### config.mk
export PLATFORM = sky130hd
export DESIGN_NAME = y_resp_compactor
export DESIGN_NICKNAME = d
export VERILOG_FILES = /design/src/rtl/y_resp_compactor.sv
export SDC_FILE = /design/constraint.sdc
export NUM_CORES = 1
export LEC_CHECK = 0
export CORE_AREA = 5 5 225 227
export CTS_BUF_LIST = sky130_fd_sc_hd__clkbuf_2
export DETAILED_ROUTE_END_ITERATION = 16
export DIE_AREA = 0 0 230 232
export SYNTH_ARGS = -nofsm -noshare
export SYNTH_HDL_FRONTEND = slang
export SYNTH_SLANG_ARGS = --single-unit
### constraint.sdc
create_clock -name clk -period 2.74 [get_ports clk]
set_input_delay 0.685 -clock clk [delete_from_list [all_inputs] [get_ports clk]]
set_output_delay 0.685 -clock clk [all_outputs]
set_load 0.005 [all_outputs]
### src/rtl/y_resp_compactor.sv
`default_nettype none
`timescale 1ns/1ps
// ============================================================================
// Module  : y_resp_compactor
// Purpose : Folds each accepted y word into a MISR signature and flags
//           pass/fail against an expected signature at the end of a run.
//           Optional X/Z sample check: define YRESP_XCHECK_EN.
// Revision: 1.0 - initial release
// ============================================================================
module y_resp_compactor #(
  parameter int unsigned Y_WIDTH     = 501,
  parameter int unsigned SIG_WIDTH   = 32,
  parameter logic [31:0] POLY        = 32'h04C11DB7,
  parameter logic [31:0] SEED        = 32'hFFFFFFFF,
  parameter int unsigned NUM_SAMPLES = 21
) (
  input  logic                 clk,
  input  logic                 rst_n,
  input  logic                 start_i,
  input  logic [Y_WIDTH-1:0]   y_i,
  input  logic                 y_valid_i,
  input  logic [SIG_WIDTH-1:0] exp_sig_i,
  output logic                 busy_o,
  output logic                 done_o,
  output logic                 pass_o,
  output logic [SIG_WIDTH-1:0] signature_o,
  output logic [15:0]          sample_count_o
`ifdef YRESP_XCHECK_EN
  ,
  output logic                 x_seen_o
`endif
);

  localparam int unsigned NCHUNK = (Y_WIDTH + SIG_WIDTH - 1) / SIG_WIDTH;
  localparam int unsigned PADW   = NCHUNK * SIG_WIDTH;
  localparam logic [SIG_WIDTH-1:0] POLY_W   = SIG_WIDTH'(POLY);
  localparam logic [SIG_WIDTH-1:0] SEED_W   = SIG_WIDTH'(SEED);
  localparam logic [15:0]          LAST_CNT = 16'(NUM_SAMPLES - 1);

  typedef enum logic [1:0] {
    S_IDLE    = 2'd0,
    S_CAPTURE = 2'd1,
    S_DONE    = 2'd2
  } state_t;

  state_t               state_q, state_d;
  logic [SIG_WIDTH-1:0] sig_q, sig_d;
  logic [15:0]          cnt_q, cnt_d;
  logic                 pass_q, pass_d;

  logic [PADW-1:0]      y_pad;
  logic [SIG_WIDTH-1:0] fold;
  logic [SIG_WIDTH-1:0] misr_next;
  logic                 accept;
  logic                 last;
  logic                 x_block;

  // Top chunk is zero-extended by padding the bus up to a whole chunk count.
  assign y_pad = PADW'(y_i);

  always_comb begin
    fold = '0;
    for (int k = 0; k < int'(NCHUNK); k++) begin
      fold = fold ^ y_pad[k*SIG_WIDTH +: SIG_WIDTH];
    end
  end

  assign misr_next = {sig_q[SIG_WIDTH-2:0], 1'b0}
                   ^ (sig_q[SIG_WIDTH-1] ? POLY_W : '0)
                   ^ fold;

  // start wins over y_valid, so a sample on the start cycle is dropped.
  assign accept = (state_q == S_CAPTURE) && y_valid_i && !start_i;
  assign last   = accept && (cnt_q == LAST_CNT);

`ifdef YRESP_XCHECK_EN
  logic x_seen_q, x_seen_d;
  logic y_has_x;

  assign y_has_x = ((^y_i) === 1'bx);

  always_comb begin
    x_seen_d = x_seen_q;
    if (start_i) begin
      x_seen_d = 1'b0;
    end else if (accept) begin
      x_seen_d = x_seen_q | y_has_x;
    end
  end

  always_ff @(posedge clk or negedge rst_n) begin
    if (!rst_n) begin
      x_seen_q <= 1'b0;
    end else begin
      x_seen_q <= x_seen_d;
    end
  end

  assign x_seen_o = x_seen_q;
  assign x_block  = x_seen_d;
`else
  assign x_block  = 1'b0;
`endif

  always_comb begin
    state_d = state_q;
    sig_d   = sig_q;
    cnt_d   = cnt_q;
    pass_d  = pass_q;
    if (start_i) begin
      state_d = S_CAPTURE;
      sig_d   = SEED_W;
      cnt_d   = 16'd0;
      pass_d  = 1'b0;
    end else if (accept) begin
      sig_d = misr_next;
      cnt_d = cnt_q + 16'd1;
      if (last) begin
        state_d = S_DONE;
        pass_d  = (misr_next == exp_sig_i) && !x_block;
      end
    end
  end

  always_ff @(posedge clk or negedge rst_n) begin
    if (!rst_n) begin
      state_q <= S_IDLE;
      sig_q   <= '0;
      cnt_q   <= 16'd0;
      pass_q  <= 1'b0;
    end else begin
      state_q <= state_d;
      sig_q   <= sig_d;
      cnt_q   <= cnt_d;
      pass_q  <= pass_d;
    end
  end

  assign busy_o         = (state_q == S_CAPTURE);
  assign done_o         = (state_q == S_DONE);
  assign pass_o         = pass_q;
  assign signature_o    = sig_q;
  assign sample_count_o = cnt_q;

endmodule
`default_nettype wire

**Yosys cells after proc, flatten, opt, wreduce, memory -nomap -nowiden**

Cells that the tools add are included.

- Add/sub/neg operators: 1
- Equal/unequal tests: 4
- Mux-type cells: 11
- Bitwise logic cells: 17
- Reductions and logical operators: 7

Operators by type and width:

| kind | count |
|---|---|
| $xor A32 B32 Y32 | 15 |
| $mux W32 | 2 |
| $eq A32 B32 Y1 | 1 |
| $mux W16 | 2 |
| $xor A32 B21 Y32 | 1 |
| $xor A32 B27 Y32 | 1 |
| $mux W27 | 1 |
| $add A16 B1 Y16 const B | 1 |
| $eq A16 B5 Y1 const B | 1 |
| $mux W2 | 3 |
| $reduce_bool A2 Y1 | 2 |
| $logic_and A1 B1 Y1 | 3 |
| $mux W1 | 3 |
| $eq A2 B1 Y1 const B | 1 |
| $eq A2 B2 Y1 const B | 1 |
| $reduce_and A2 Y1 | 1 |
| $logic_not A1 Y1 | 1 |

- Register bits: 51
- Input port bits: 537
- Output and inout bits: 51
- Logic and storage cells: 44

**Longest topological paths before layout**

Gate-level depths: netlist of the first run.

- Depth in word-level cells: 20
- Depth in mapped cells: 10
- Gate-level depth less buffers: 10

**Least setup slack after synthesis of the first run**

Ideal clock, no wire load.

- Path kind: input -> register
- Start: in y_i[180]
- End: reg pass_q, in the netlist pass_o
- Library setup time: 92 ps
- Arrival: 2858 ps
- Required time: 2648 ps
- Path slack: -210 ps
- Stages: 8
- Path buffers: 0
- Cell sequence: xor2_1 > xnor2_1 > xnor2_1 > xnor3_1 > xnor2_1 > or4_1 > or4b_1 > o31ai_2

- Cells in the longest elaborated chain, start to end: 16

Ends and longest elaborated chain:

| what | RTL line | text |
|---|---|---|
| start: declaration | 20 | `input logic [Y_WIDTH-1:0] y_i,` |
| $xor A32 B32 Y32 (10 in a row) | 64 | `fold = fold ^ y_pad[k*SIG_WIDTH +: SIG_WIDTH];` |
| $xor A32 B21 Y32 | 64 |  |
| $xor A32 B32 Y32 | 70 | `^ fold;` |
| $eq A32 B32 Y1 | 120 | `pass_d = (misr_next == exp_sig_i) && !x_block;` |
| $mux W1 | 118 | `if (last) begin` |
| $mux W1 | 115 | `end else if (accept) begin` |
| $mux W1 | 110 | `if (start_i) begin` |
| end signal: assignment | 135 | `pass_q <= pass_d;` |
| end: declaration | 49 | `logic pass_q, pass_d;` |

Every way passes these cells. The select of a mux whose other input is x is not followed.
A chain may end at the register's enable or synchronous reset.

**Worst setup path in the final report of the first run**

- Start: in y_i[212]
- End: reg pass_q, in the netlist pass_o

- Cells in the longest elaborated chain, start to end: 15

Ends and longest elaborated chain:

| what | RTL line |
|---|---|
| $xor A32 B32 Y32 (9 in a row) | 64 |
| $xor A32 B21 Y32 | 64 |
| $xor A32 B32 Y32 | 70 |
| $eq A32 B32 Y1 | 120 |
| $mux W1 | 118 |
| $mux W1 | 115 |
| $mux W1 | 110 |

Every way passes these cells. The select of a mux whose other input is x is not followed.

==> impl_metrics.tcl, run 1 <==
set metrics [dict create \
    outcome "complete, but fails checks" \
    violations "setup timing" \
    final_max_slew_viol_count 0 \
    path_class "primary input to flop" \
    worst_pin_slew_ns 0.805 \
    yosysUniqueCellTypes 47 \
    grt_pass1_vias 8789 \
    drv_cap 0 \
    crit_start "y_i[212]" \
    htreeDepth 2 \
    syn-cell-area_um2 7530 \
    cp_slowest_stage_delay_ns 0.53 \
    syn_nets 1322 \
    hpwl_mm 36.0 \
    synth-xor-area-share_pct 66.7 \
    r2r_setup_slack_ns -0.06 \
    synth_cells 783 \
    yosys_warnings 0 \
    drive_gt1_share_pct 12.2 \
    nFillCells 5043 \
    clkLatencyLatePin_ns 0.57 \
    grt_pass1_wl_mm 56.0 \
    ys_seq_elements 51 \
    yosys.area_share.simple_pct 8.20 \
    port-buffer-count 587 \
    remaining_drc_errors 0 \
    worst-r2r-cell-count 8 \
    dp.cells 2097 \
    routabilityCongestion 0.878 \
    num-nets-final 2024 \
    wire_per_inst_um 18.9 \
    cts.sinks 51 \
    die_h_um 232 \
    die_area_um2 53400 \
    ctsLongestPathBuffers 2 \
    synthTopCellsByArea "xnor2_1 (48%), dfrtp_1 (17%), xnor3_1 (9.3%)" \
    first_pass_iters 4 \
    timing.slew.headroom_pct 46.3 \
    ys_async_sr_fraction_pct 100 \
    setup_ws_ns -0.206 \
    synth_edf_count 0 \
    cts_made_buffers 5 \
    drt-initial-drc-count 142 \
    gr-usage-all-layers_pct 14.1 \
    drt_wl_total_mm 40.0 \
    synth_top_area_share_pct 48.4 \
    overflow 0 \
    synth_ff_type "dfrtp_1" \
    finalCritPeriodShare_pct 108 \
    r2r-end "pass_o" \
    vias 7917 \
    cp.required_ns 3.27 \
    fin_hold_ws_ns 0.116 \
    synth.avg_cell_area_um2 9.62 \
    area.growth.synth_to_final_pct 104 \
    mostFrequentLayoutCells "clkdlybuf4s50_1 (566), xnor2_1 (399), buf_4 (123)" \
    die_w_um 230 \
    cellPowerDensity_nw_per_um2 550 \
    cts_tree "built" \
    rsz0062_at_grt "yes" \
    post-route-min-period_ns 2.95 \
    worstPathArrival_ns 3.48 \
    synth_top_family_by_area "XOR/XNOR gates" \
    grt_max_degree 52 \
    synthMuxAreaShare_pct 0.282 \
    core_um2 48400 \
    synth_largest_area_cell "xnor2_1" \
    min_path_type "primary input to async pin" \
    mostFrequentLayoutCell "clkdlybuf4s50_1" \
    placementRows 81 \
    antenna_found_initial 9 \
    end_kind "flop" \
    cp-start-kind "primary input" \
    cts.clk_slew.worst_paths_ns 0.37 \
    initial_utilization_pct 15.6 \
    yosysSeqAreaShare_pct 16.9 \
    crit_path_max_fanout 2 \
    p_leak_nw 5.77 \
    antenna_left 0 \
    io-pin-count 588 \
    endpoint "pass_o" \
    utilization_pct 31.7 \
    fmax_ghz 0.339 \
    reg2reg_from "signature_o[19]" \
    hold_viol 0 \
    ir_worst_vdd_mv 0.199 \
    worst_path_most_repeated_cell "xnor2_1" \
    synth_compound_area_share_pct 6.24 \
    synth_fa_ha_area_share_pct 0.332 \
    pre_cts_slack_ns -1.11 \
    final-setup-viol-count 1 \
    final_cells 2111 \
    vias_per_cell 3.75 \
    fin_skew_ns 0.0256 \
    cts_root_buf "clkbuf_2" \
    critPathSlowestCell "or4b_4" \
    p_total_w 0.00844 \
    path_cells "clkdlybuf4s50_1, xor2_1, xnor2_1, xnor2_1, xnor3_2, xnor2_2, or4_4, or4b_4, o31ai_2" \
]
metrics by stage:
step | TNS (ns) | instance area (um2)
6_report | -0.206 | 15400
5_1_grt | -0.184 | 15400
4_1_cts | -0.154 | 15200
3_5_place_dp | -3.33 | 15100
3_3_place_gp | -3.11 | 15100
2_1_floorplan | -0.151 | 7580
cell usage after synthesis (2+ instances only):
cell type	n
ha_1	2
or2_2	2
clkbuf_1	13
a211oi_1	2
nand3b_1	3
and3_1	2
and4_1	2
or4_1	4
nand2_1	17
nor4_1	2
a211o_1	31
a21oi_1	7
and3b_1	2
o22ai_1	2
xnor3_1	31
or3_1	6
dfrtp_1	51
nor2_1	57
o2111ai_1	2
nand4_1	7
nand3_1	6
xnor2_1	416
inv_1	7
o21ai_0	7
xor2_1	70
nor3b_1	3
xnor2_2	3
nor4b_1	3
nand2b_1	4
o2bb2ai_1	2
timing repair:
action	in CTS	in global routing
resized for setup	35	21
pin swaps	31	17
hold buffers	0	0
setup buffers	1	2
endpoints found under the setup margin	1	2
worst min path at each step:
stage / start / endpoint / slack, ns / cells after the start
after CTS: rst_n / sample_count_o[15] / 0.05 / 1
final: rst_n / sample_count_o[11] / 0.12 / 1
after floorplan: rst_n / pass_o / 0.39 / 0
after global placement: state_q[0] / state_q[0] / 0.50 / 1
after detailed placement: state_q[0] / state_q[0] / 0.52 / 1
after global routing: rst_n / sample_count_o[11] / 0.08 / 1
cells by family (layout without fill, tap and decap cells):
kind of cell             count (synthesis)  in the layout
multiplexers                             2              2
buffers and inverters                   23            726
XOR/XNOR                               521            521
AND/OR/NAND/NOR                        124            124
flip-flops                              51             51
adder cells (fa/ha/maj)                  2              2
other                                    0              3
AO/OA/AOI/OAI                           60             60
layer usage:
layer	GRT usage [%]	vias up	share of wire, %
li1	-	3955	-
met4	1.77	6	0.76
met5	0	-	0.095
met3	4.22	17	8.1
met2	27.8	371	54
met1	15.3	3568	37
final cells by class:
cell class / instances / area (um2) / share of cell area (%)
Clock buffer: 5 / 25.0 / 0.163
Sequential cell: 51 / 1280 / 8.32
Tap cell: 622 / 778 / 5.07
Inverter: 7 / 26.3 / 0.171
Antenna cell: 3 / 7.51 / 0.0489
Multi-Input combinational cell: 709 / 6400 / 41.7
Timing Repair Buffer: 711 / 6810 / 44.3
Clock inverter: 3 / 28.8 / 0.187
registers in the layout, summed over array words and instances (netlist names):
signal          count
signature_o        32
sample_count_o     16
state_q             2
pass_o              1
worst max-delay path, delay by kind of cell:
| kind | cells | cell delay (ns) |
|---|---|---|
| xor+xnor | 5 | 1.09 |
| compound gates | 1 | 0.17 |
| buf+inv | 1 | 0.48 |
| simple gates | 2 | 1.05 |
where the power goes:
group	internal (W)	switching (W)	total [W]	leakage, nW
logic	0.00413	0.00286	0.00699	5.15
registers	0.000886	0.000139	0.00103	0.583
clock network	0.0000792	0.000350	0.000429	0.0359
total	0.00509	0.00335	0.00844	5.77
No activity file was read; power rests on OpenSTA's default activity.
==> run 2, diff against run 1 <==
--- a/config.mk
+++ b/config.mk
@@ -5,6 +5,7 @@
 export SDC_FILE = /design/constraint.sdc
 export NUM_CORES = 1
 export LEC_CHECK = 0
+export ABC_CLOCK_PERIOD_IN_PS = 2740
 export CORE_AREA = 5 5 225 227
 export CTS_BUF_LIST = sky130_fd_sc_hd__clkbuf_2
 export DETAILED_ROUTE_END_ITERATION = 16
==> results of run 2 <==
Same layout as run 1: the final DEF is identical, and so are final timing and power.
==> run 3, diff against run 2 <==
--- a/config.mk
+++ b/config.mk
@@ -10,6 +10,7 @@
 export CTS_BUF_LIST = sky130_fd_sc_hd__clkbuf_2
 export DETAILED_ROUTE_END_ITERATION = 16
 export DIE_AREA = 0 0 230 232
+export SLEW_MARGIN = 10
 export SYNTH_ARGS = -nofsm -noshare
 export SYNTH_HDL_FRONTEND = slang
 export SYNTH_SLANG_ARGS = --single-unit
==> results of run 3 <==
Same layout as run 1: the final DEF is identical, and so are final timing and power.
